**src/rtl/pmsm_dq_plant.sv**
```systemverilog
// rtl/pmsm_dq_plant.sv - fixed-point PMSM dq plant, forward-Euler step per start pulse
// One shared signed multiplier, sequenced by a 15-state FSM; all state outputs commit together.
module pmsm_dq_plant #(
  parameter int W          = 16,
  parameter int FRAC       = 12,
  parameter int ANGLE_W    = 16,
  parameter int POLE_PAIRS = 4,
  parameter int G_I        = 410,
  parameter int R_Q        = 4096,
  parameter int L_Q        = 410,
  parameter int PSI_Q      = 205,
  parameter int KT_Q       = 1229,
  parameter int G_W        = 41,
  parameter int B_Q        = 0,
  parameter int G_TH       = 41
) (
  input  logic                 clk,
  input  logic                 nrst,
  input  logic                 start,
  input  logic signed [W-1:0]  v_d,
  input  logic signed [W-1:0]  v_q,
  input  logic signed [W-1:0]  t_load,
  output logic                 busy,
  output logic                 done,
  output logic                 sat,
  output logic signed [W-1:0]  i_d,
  output logic signed [W-1:0]  i_q,
  output logic signed [W-1:0]  torque,
  output logic signed [W-1:0]  omega_m,
  output logic [ANGLE_W-1:0]   theta_e
);

  localparam logic [3:0] S_IDLE   = 4'd0,  S_WE = 4'd1,  S_LWE = 4'd2,  S_D1 = 4'd3,
                         S_D2     = 4'd4,  S_D3 = 4'd5,  S_Q1  = 4'd6,  S_Q2 = 4'd7,
                         S_Q3     = 4'd8,  S_Q4 = 4'd9,  S_TE  = 4'd10, S_W1 = 4'd11,
                         S_W2     = 4'd12, S_TH = 4'd13, S_COMMIT = 4'd14;

  localparam logic signed [W-1:0] K_P   = W'(POLE_PAIRS);
  localparam logic signed [W-1:0] K_GI  = W'(G_I);
  localparam logic signed [W-1:0] K_R   = W'(R_Q);
  localparam logic signed [W-1:0] K_L   = W'(L_Q);
  localparam logic signed [W-1:0] K_PSI = W'(PSI_Q);
  localparam logic signed [W-1:0] K_KT  = W'(KT_Q);
  localparam logic signed [W-1:0] K_GW  = W'(G_W);
  localparam logic signed [W-1:0] K_B   = W'(B_Q);
  localparam logic signed [W-1:0] K_GTH = W'(G_TH);

  logic [3:0]           state;
  logic signed [W-1:0]  vd_r, vq_r, tl_r;
  logic signed [W-1:0]  we, lwe, acc, idn, iqn, te, wn;
  logic [ANGLE_W-1:0]   thn;
  logic                 sat_acc;

  logic signed [W-1:0]   mul_a, mul_b, term, res;
  logic signed [2*W-1:0] prod, shifted, term_wide, sum_wide;
  logic signed [W+1:0]   x0, x1, tx, sum;
  logic                  neg, term_ovf, res_ovf;

  // Out of range when the bits above the W-bit sign position disagree.
  function automatic logic ovf(input logic signed [2*W-1:0] x);
    return !((&x[2*W-1:W-1]) || !(|x[2*W-1:W-1]));
  endfunction

  function automatic logic signed [W-1:0] clip(input logic signed [2*W-1:0] x);
    if (ovf(x))
      return x[2*W-1] ? {1'b1, {(W-1){1'b0}}} : {1'b0, {(W-1){1'b1}}};
    return x[W-1:0];
  endfunction

  function automatic logic signed [W+1:0] ext(input logic signed [W-1:0] x);
    return {{2{x[W-1]}}, x};
  endfunction

  always_comb begin
    mul_a = '0;
    mul_b = '0;
    x0    = '0;
    x1    = '0;
    neg   = 1'b0;
    case (state)
      S_WE:  begin mul_a = K_P;   mul_b = omega_m; end
      S_LWE: begin mul_a = K_L;   mul_b = we; end
      S_D1:  begin mul_a = K_R;   mul_b = i_d; x0 = ext(vd_r); neg = 1'b1; end
      S_D2:  begin mul_a = lwe;   mul_b = i_q; x0 = ext(acc); end
      S_D3:  begin mul_a = K_GI;  mul_b = acc; x0 = ext(i_d); end
      S_Q1:  begin mul_a = K_R;   mul_b = i_q; x0 = ext(vq_r); neg = 1'b1; end
      S_Q2:  begin mul_a = lwe;   mul_b = i_d; x0 = ext(acc); neg = 1'b1; end
      S_Q3:  begin mul_a = K_PSI; mul_b = we;  x0 = ext(acc); neg = 1'b1; end
      S_Q4:  begin mul_a = K_GI;  mul_b = acc; x0 = ext(i_q); end
      S_TE:  begin mul_a = K_KT;  mul_b = iqn; end
      S_W1:  begin mul_a = K_B;   mul_b = omega_m; x0 = ext(te); x1 = -ext(tl_r); neg = 1'b1; end
      S_W2:  begin mul_a = K_GW;  mul_b = acc; x0 = ext(omega_m); end
      S_TH:  begin mul_a = K_GTH; mul_b = wn; end
      default: ;
    endcase
  end

  // Pole-pair scaling is an integer product, so WE bypasses the fractional shift.
  always_comb begin
    prod      = $signed({{W{mul_a[W-1]}}, mul_a}) * $signed({{W{mul_b[W-1]}}, mul_b});
    shifted   = prod >>> FRAC;
    term_wide = (state == S_WE) ? prod : shifted;
    term_ovf  = ovf(term_wide);
    term      = clip(term_wide);
    tx        = neg ? -ext(term) : ext(term);
    sum       = x0 + x1 + tx;
    sum_wide  = {{(W-2){sum[W+1]}}, sum};
    res_ovf   = ovf(sum_wide);
    res       = clip(sum_wide);
  end

  always_ff @(posedge clk or negedge nrst) begin
    if (!nrst) begin
      state   <= S_IDLE;
      busy    <= 1'b0;
      done    <= 1'b0;
      sat     <= 1'b0;
      i_d     <= '0;
      i_q     <= '0;
      torque  <= '0;
      omega_m <= '0;
      theta_e <= '0;
      vd_r    <= '0;
      vq_r    <= '0;
      tl_r    <= '0;
      we      <= '0;
      lwe     <= '0;
      acc     <= '0;
      idn     <= '0;
      iqn     <= '0;
      te      <= '0;
      wn      <= '0;
      thn     <= '0;
      sat_acc <= 1'b0;
    end else begin
      done <= 1'b0;
      case (state)
        S_IDLE: begin
          if (start) begin
            vd_r    <= v_d;
            vq_r    <= v_q;
            tl_r    <= t_load;
            sat_acc <= 1'b0;
            busy    <= 1'b1;
            state   <= S_WE;
          end
        end
        // Angle increment wraps modulo one electrical turn and never saturates.
        S_TH: begin
          thn   <= theta_e + shifted[ANGLE_W-1:0];
          state <= S_COMMIT;
        end
        S_COMMIT: begin
          i_d     <= idn;
          i_q     <= iqn;
          torque  <= te;
          omega_m <= wn;
          theta_e <= thn;
          sat     <= sat_acc;
          done    <= 1'b1;
          busy    <= 1'b0;
          state   <= S_IDLE;
        end
        default: begin
          sat_acc <= sat_acc | term_ovf | res_ovf;
          state   <= state + 4'd1;
          case (state)
            S_WE:  we  <= res;
            S_LWE: lwe <= res;
            S_D1, S_D2, S_Q1, S_Q2, S_Q3, S_W1: acc <= res;
            S_D3:  idn <= res;
            S_Q4:  iqn <= res;
            S_TE:  te  <= res;
            S_W2:  wn  <= res;
            default: ;
          endcase
        end
      endcase
    end
  end

endmodule

```
**config.mk**
```make
export PLATFORM = sky130hd
export DESIGN_NAME = pmsm_dq_plant
export DESIGN_NICKNAME = d
export VERILOG_FILES = /design/src/rtl/pmsm_dq_plant.sv
export SDC_FILE = /design/constraint.sdc
export NUM_CORES = 1
export LEC_CHECK = 0
export ABC_AREA = 1
export CAP_MARGIN = 30
export CORE_MARGIN = 2
export CORE_UTILIZATION = 50
export DETAILED_ROUTE_END_ITERATION = 8
export GPL_TIMING_DRIVEN = 0
export HOLD_SLACK_MARGIN = 0.06
export PLACE_DENSITY = 0.68
export SYNTH_ARGS = -nofsm -noshare
export SYNTH_HDL_FRONTEND = slang
export SYNTH_SLANG_ARGS = --single-unit
```
**constraint.sdc**
```tcl
create_clock -name clk -period 16.21 [get_ports clk]
set_input_delay 3.242 -clock clk [delete_from_list [all_inputs] [get_ports clk]]
set_output_delay 3.242 -clock clk [all_outputs]
set_load 0.01 [all_outputs]
```
# Yosys cells after proc, flatten, opt, wreduce, memory -nomap -nowiden

Cells that the tools add are included.

Word-level logic and storage cells: 101
Bits of input ports: 51
Bits in registers: 264
Output and inout bits: 83

Reductions and logical operators: 36
Multiplexer cells: 18
Bitwise gates (word level): 4
$add $sub $neg: 6
Eq/ne operators: 15
$mul: 1

Operators by type and width:

| kind                  | count |
|---|---|
| $pmux W16 S7          | 2 |
| $pmux W18 S7          | 1 |
| $mux W16              | 4 |
| $add A18 B18 Y18      | 2 |
| $mux W18              | 2 |
| $neg A16 Y18          | 2 |
| $mul A16 B16 Y32      | 1 |
| $mux W31              | 1 |
| $eq A4 B4 Y1 const B  | 7 |
| $reduce_and A2 Y1     | 10 |
| $reduce_and A17 Y1    | 1 |
| $reduce_or A17 Y1     | 1 |
| $add A16 B16 Y16      | 1 |
| $eq A4 B3 Y1 const B  | 4 |
| $reduce_or A2 Y1      | 8 |
| $reduce_or A3 Y1      | 5 |
| $pmux W4 S3           | 1 |
| $eq A4 B2 Y1 const B  | 2 |
| $reduce_or A6 Y1      | 1 |
| $reduce_or A5 Y1      | 1 |
| $add A4 B1 Y4 const B | 1 |
| $eq A4 B1 Y1 const B  | 1 |
| $logic_not A1 Y1      | 4 |
| $logic_not A4 Y1      | 1 |
| other kinds (9)       | 16 |

# Logic depth before layout (Yosys ltp)

Depth in word-level cells: 18
Mapped depth: 81
Gate-level depth less buffers: 77

# Worst setup path after synthesis

No wires, ideal clock.

Path kind: register -> register
Start: register state[0]
End: register acc[10]
Arrival time: 11.794 ns
Data required time: 16.144 ns
Clock period less this slack: 11.860 ns
Setup time: 0.066 ns
Path buffers: 4
Path slack: 4.350 ns
Cell stages (with the launch flop): 74
Path through: dfrtp_1 -> ha_1 -> inv_1 -> nor2_1 -> clkinv_1 -> nand2_1 -> clkbuf_1 -> nand2_1 -> o211ai_1 -> nor2_1 -> inv_1 -> clkbuf_1 -> nand2_1 -> fa_1 -> inv_1 -> fa_1 -> inv_1 -> fa_1 -> [38 not listed] -> nand2_1 -> nand3_1 -> nand2_1 -> nand3_1 -> nand2_1 -> nand3_1 -> nand2_1 -> xnor2_1 -> xor2_1 -> inv_1 -> nand3_2 -> nand2_4 -> nand2_8 -> buf_12 -> nand2_4 -> nand2_4 -> nand2_1 -> nand2_1

Word-level cells in the longest chain between the ends: 16
Elaborated cells on any way between the ends: 53
Those cells by class: add/sub: 3; mul: 1; eq/ne: 14; mux: 11; bitwise: 1; reduce/logical: 23

Ends and longest elaborated chain:

| what                                                                  | RTL line | RTL |
|---|---|---|
| start: declaration                                                    | 48       | `logic [3:0] state;` |
| start signal: assignment                                              | 166      | `state <= state + 4'd1;` |
| $eq A4 B4 Y1 (tied with other cells)                                  | 80       | `case (state)` |
| $reduce_or A3 Y1 (no line) / $reduce_or A2 Y1 (equally long branches) | n/a      |  |
| $pmux W16 S7                                                          | 80       |  |
| $mul A16 B16 Y32                                                      | 100      | `prod = $signed({{W{mul_a[W-1]}}, mul_a}) * $signed({{W{mul_b[W-1]}}, mul_b});` |
| $mux W31                                                              | 102      | `term_wide = (state == S_WE) ? prod : shifted;` |
| $reduce_or A17 Y1                                                     | 61       | `return !((&x[2*W-1:W-1]) \|\| !(\|x[2*W-1:W-1]));` |
| $logic_not A1 Y1                                                      | 61       |  |
| $logic_or A1 B1 Y1                                                    | 61       |  |
| $mux W16                                                              | 67       | `return x[W-1:0];` |
| $neg A16 Y18                                                          | 105      | `tx = neg ? -ext(term) : ext(term);` |
| $mux W18                                                              | 105      |  |
| $add A18 B18 Y18                                                      | 106      | `sum = x0 + x1 + tx;` |
| $reduce_or A3 Y1                                                      | 61       |  |
| $logic_not A1 Y1                                                      | 61       |  |
| $logic_or A1 B1 Y1                                                    | 61       |  |
| $mux W16                                                              | 67       |  |
| end signal: assignment                                                | 170      | `S_D1, S_D2, S_Q1, S_Q2, S_Q3, S_W1: acc <= res;` |
| end: declaration                                                      | 50       | `logic signed [W-1:0] we, lwe, acc, idn, iqn, te, wn;` |

Several ways; a longest one is shown, not always the timed one.
A chain may end at the register's enable or synchronous reset.

# Worst setup path in the final report

Start: register state[1]
End: register wn[10]

Word-level cells in the longest chain between the ends: 16
Elaborated cells on any way between the ends: 52
Those cells by class: add/sub: 3; mul: 1; eq/ne: 14; mux: 11; bitwise: 1; reduce/logical: 22

Ends and longest elaborated chain:

| what                                                                  | RTL line | RTL |
|---|---|---|
| $eq A4 B4 Y1 (tied with other cells)                                  | 80       |  |
| $reduce_or A3 Y1 (no line) / $reduce_or A2 Y1 (equally long branches) | n/a      |  |
| $pmux W16 S7                                                          | 80       |  |
| $mul A16 B16 Y32                                                      | 100      |  |
| $mux W31                                                              | 102      |  |
| $reduce_or A17 Y1                                                     | 61       |  |
| $logic_not A1 Y1                                                      | 61       |  |
| $logic_or A1 B1 Y1                                                    | 61       |  |
| $mux W16                                                              | 67       |  |
| $neg A16 Y18                                                          | 105      |  |
| $mux W18                                                              | 105      |  |
| $add A18 B18 Y18                                                      | 106      |  |
| $reduce_or A3 Y1                                                      | 61       |  |
| $logic_not A1 Y1                                                      | 61       |  |
| $logic_or A1 B1 Y1                                                    | 61       |  |
| $mux W16                                                              | 67       |  |
| end signal: assignment                                                | 174      | `S_W2: wn <= res;` |
| end: declaration                                                      | 50       |  |

Several ways; a longest one is shown, not always the timed one.

==> impl_metrics.toml <==
[critical_path]
r2r-start = "state[1]$_DFFE_PN0N_"
cp.required_ns = 16.72
setup.worst_path.start_class = "flip-flop"
critPathMaxStageDelay_ns = 0.64
cp.arrival_ns = 15.80
crit_top_cell = "inv_1"
crit_fanout = 10
critPathKind = "flip-flop to flip-flop"
rr_endpoint = "wn[10]$_DFFE_PN0P_"
r2r_cells = 73
rrSetupSlack_ns = 0.92
slowest_stage = "fa_1"
endpoint_kind = "flip-flop"

[global_route]
overflow = 0
first_global_vias = 21500
grt_max_degree = 113
grt_use_total_pct = 31.3
grt_first_pass_wirelength_um = 126000
antenna_found_initial = 1

[timing]
maxSlewViolCount = 0
rsz0062_at_grt = "no"
holdWs_ns = 0.471
finalSetupTns_ns = 0
fmax_ghz = 0.0654
skew_ns = 0.0272
relSlewSlack_pct = 26.8
worst_slew_pin_slew_ns = 1.10
finalCriticalPeriod_ns = 15.29
period_share_pct = 94.3
setup_violations = 0
hold_violations = 0

[synth]
synth_edf_count = 0
avgSynthCellArea_um2 = 7.65
async_flop_share_pct = 100
synth-seq-cells = 264
yosys.cell_types.count = 53
synth_nets = 3749
yosysWarningCount = 0
ys.flop_type = "dfrtp_1"
yosysSeqAreaShare_pct = 26.2
syn_area_um2 = 25200
netlist_instances = 3298

[cts]
post_cts_buffers = 0
cts-root-buf = "clkbuf_16"
clkTransAtPathRegs_ns = 0.06
clk_path_buf_depth = 3
cts.sink_count = 264
insertion_delay_ns = 0.58
cts_tree = "yes"
cts.repair.resized = 0
cts_hold_buffers = 0
numCtsBuffers = 27
htree_levels = 1

[flow_run]
maxCapViolCount = 0

[placed_design]
place_congestion = 0.973
port_buffers = 133
hpwl_um = 66400

[worst_hold_path]
hp-class = "flip-flop to flip-flop"
hold_depth = 2
min-delay-start = "sat$_DFFE_PN0P_"
worstHoldEndpoint = "sat$_DFFE_PN0P_"

[floorplan]
die_w_um = 229
initial_utilization_pct = 50.5
coreArea_um2 = 50000
ios = 134
num_rows = 82
die_h_um = 229
dieArea_um2 = 52300

[routing]
dr.pass1.iters = 7
postRouteAntennaNets = 0
routed-via-count = 22100
drt_iter0_markers = 2405
drt-total-wl_um = 80200
wl_per_cell_um = 19.3
vias_per_cell = 5.32
drc = 0

[layout]
layout-drive-gt1-share_pct = 4.76
final_nets = 3917
syn_to_final_growth_pct = 12.5
fillerInstances = 4730
multi_input_area_um2 = 15900
diodes = 0
regArea_um2 = 6610

[run_status]
status = "finished, final reports clean"
==> cells in the mapped netlist, types with 3 or more instances <==
| library cell | instances | share of area [%] |
|---|---|---|
| o2111ai_1 | 21 | 0.73 |
| nor3_1 | 8 | 0.16 |
| xnor2_1 | 26 | 0.90 |
| nand3_4 | 4 | 0.28 |
| nor2_4 | 6 | 0.27 |
| o22ai_1 | 17 | 0.42 |
| clkinv_1 | 6 | 0.089 |
| a22oi_1 | 7 | 0.21 |
| nand2_4 | 17 | 0.76 |
| nand3_2 | 5 | 0.20 |
| nand4_1 | 11 | 0.27 |
| o21ai_1 | 8 | 0.16 |
| o211ai_1 | 9 | 0.27 |
| a21o_1 | 4 | 0.12 |
| buf_2 | 9 | 0.18 |
| nand3_1 | 88 | 1.7 |
| nand2_2 | 30 | 0.74 |
| o21bai_1 | 5 | 0.15 |
| nor2_1 | 267 | 4.0 |
| nand3b_1 | 3 | 0.089 |
| nor2_2 | 13 | 0.32 |
| a31oi_1 | 3 | 0.074 |
| buf_1 | 3 | 0.045 |
| clkbuf_1 | 83 | 1.2 |
| dfrtp_1 | 264 | 26 |
| nand2_1 | 1064 | 16 |
| a221oi_1 | 6 | 0.21 |
| a21oi_1 | 75 | 1.5 |
| o31ai_1 | 4 | 0.12 |
| o221ai_1 | 9 | 0.31 |
| fa_1 | 282 | 22 |
| and2_1 | 5 | 0.12 |
| xor2_1 | 32 | 1.1 |
| inv_2 | 9 | 0.13 |
| inv_1 | 608 | 9.0 |
| ha_1 | 118 | 5.8 |
| o21ai_0 | 150 | 3.0 |
==> cells by family (layout without fill, tap and decap cells) <==
| family | count (synthesis) | after routing | share of synthesized area (%) |
|---|---|---|---|
| XOR/XNOR | 59 | 59 | 2.08 |
| flip-flops | 264 | 264 | 26.2 |
| AO/OA/AOI/OAI | 324 | 324 | 7.47 |
| AND/OR/NAND/NOR | 1529 | 1529 | 25.1 |
| buffers and inverters | 722 | 911 | 11.0 |
| adder cells (fa/ha/maj) | 400 | 400 | 28.2 |
==> worst max path at each step <==
| stage | cells after the start | end | start | slack [ns] |
|---|---|---|---|---|
| after floorplan | 73 | acc[10]$_DFFE_PN0P_ | state[0]$_DFFE_PN0N_ | 4.35 |
| after global placement | 72 | idn[11]$_DFFE_PN0P_ | state[0]$_DFFE_PN0N_ | 0.40 |
| after detailed placement | 73 | idn[11]$_DFFE_PN0P_ | state[1]$_DFFE_PN0N_ | 0.78 |
| after CTS | 73 | wn[10]$_DFFE_PN0P_ | state[1]$_DFFE_PN0N_ | 0.73 |
| after global routing | 74 | iqn[10]$_DFFE_PN0P_ | state[1]$_DFFE_PN0N_ | 0.05 |
| final | 73 | wn[10]$_DFFE_PN0P_ | state[1]$_DFFE_PN0N_ | 0.92 |
==> critical path: cells and delay by family (launching register included) <==
kind	cells	cell delay, ns
xor+xnor	2	0.53
simple gates	32	4.05
buf+inv	20	3.72
fa+ha+maj	12	5.05
compound gates	7	1.42
flops	1	0.42
==> sequential cells by signal, summed over array words and instances, names as in the netlist <==
| signal | flops |
|---|---|
| acc | 16 |
| busy | 1 |
| done | 1 |
| i_d | 16 |
| i_q | 16 |
| idn | 16 |
| iqn | 16 |
| lwe | 16 |
| omega_m | 16 |
| sat | 1 |
| sat_acc | 1 |
| state | 4 |
| te | 16 |
| theta_e | 16 |
| thn | 16 |
| tl_r | 16 |
| torque | 16 |
| vd_r | 16 |
| vq_r | 16 |
| we | 16 |
| wn | 16 |
==> metrics by stage <==
| stage | instances | util [%] | instance area, µm² | setup WS (ns) |
|---|---|---|---|---|
| after global placement | 4103 | 54.9 | 27400 | 0.397 |
| after global routing | 4159 | 56.8 | 28400 | 0.0533 |
| after floorplan | 3298 | - | 25200 | 4.35 |
| after detailed placement | 4109 | 55.0 | 27500 | 0.778 |
| after CTS | 4159 | 56.8 | 28400 | 0.729 |
| final | 4159 | 56.8 | 28400 | 0.918 |
==> placed cells by master (no fill, tap or decap), types with 7 or more instances in the layout <==
cell type and count:
o221ai_1 9, xnor2_1 26, o21ai_0 150, nand2_2 30, nand2_1 1064, clkbuf_16 27, a21oi_1 75, o22ai_1 17
clkdlybuf4s50_1 132, inv_1 608, a22oi_1 7, nand2_4 17, nor2_1 263, xor2_1 32, dfrtp_1 264, fa_1 282
nand3_1 88, nor3_1 8, buf_2 11, clkbuf_1 87, ha_1 118, o211ai_1 9, nor2_2 17, inv_2 9
o21ai_1 8, nand4_1 11, o2111ai_1 21
==> metal layers <==
layer | GRT usage, % | vias up | routed length, µm
met5 | 0 | - | 13
met4 | 9.78 | 2 | 3020
met3 | 6.11 | 174 | 7580
met2 | 47.8 | 1012 | 35100
met1 | 45.0 | 10600 | 34500
li1 | - | 10300 | -
==> cell type report <==
type,instances,area share (%)
Buffer,98,1.49
Tap cell,672,2.96
Multi-Input combinational cell,2312,55.9
Inverter,623,8.23
Clock buffer,38,2.74
Timing Repair Buffer,140,5.04
Sequential cell,264,23.3
Clock inverter,12,0.357
Power is left out: the tool's default activity adds up to more than one toggle a clock period on the data nets, which glitch-free logic cannot reach.
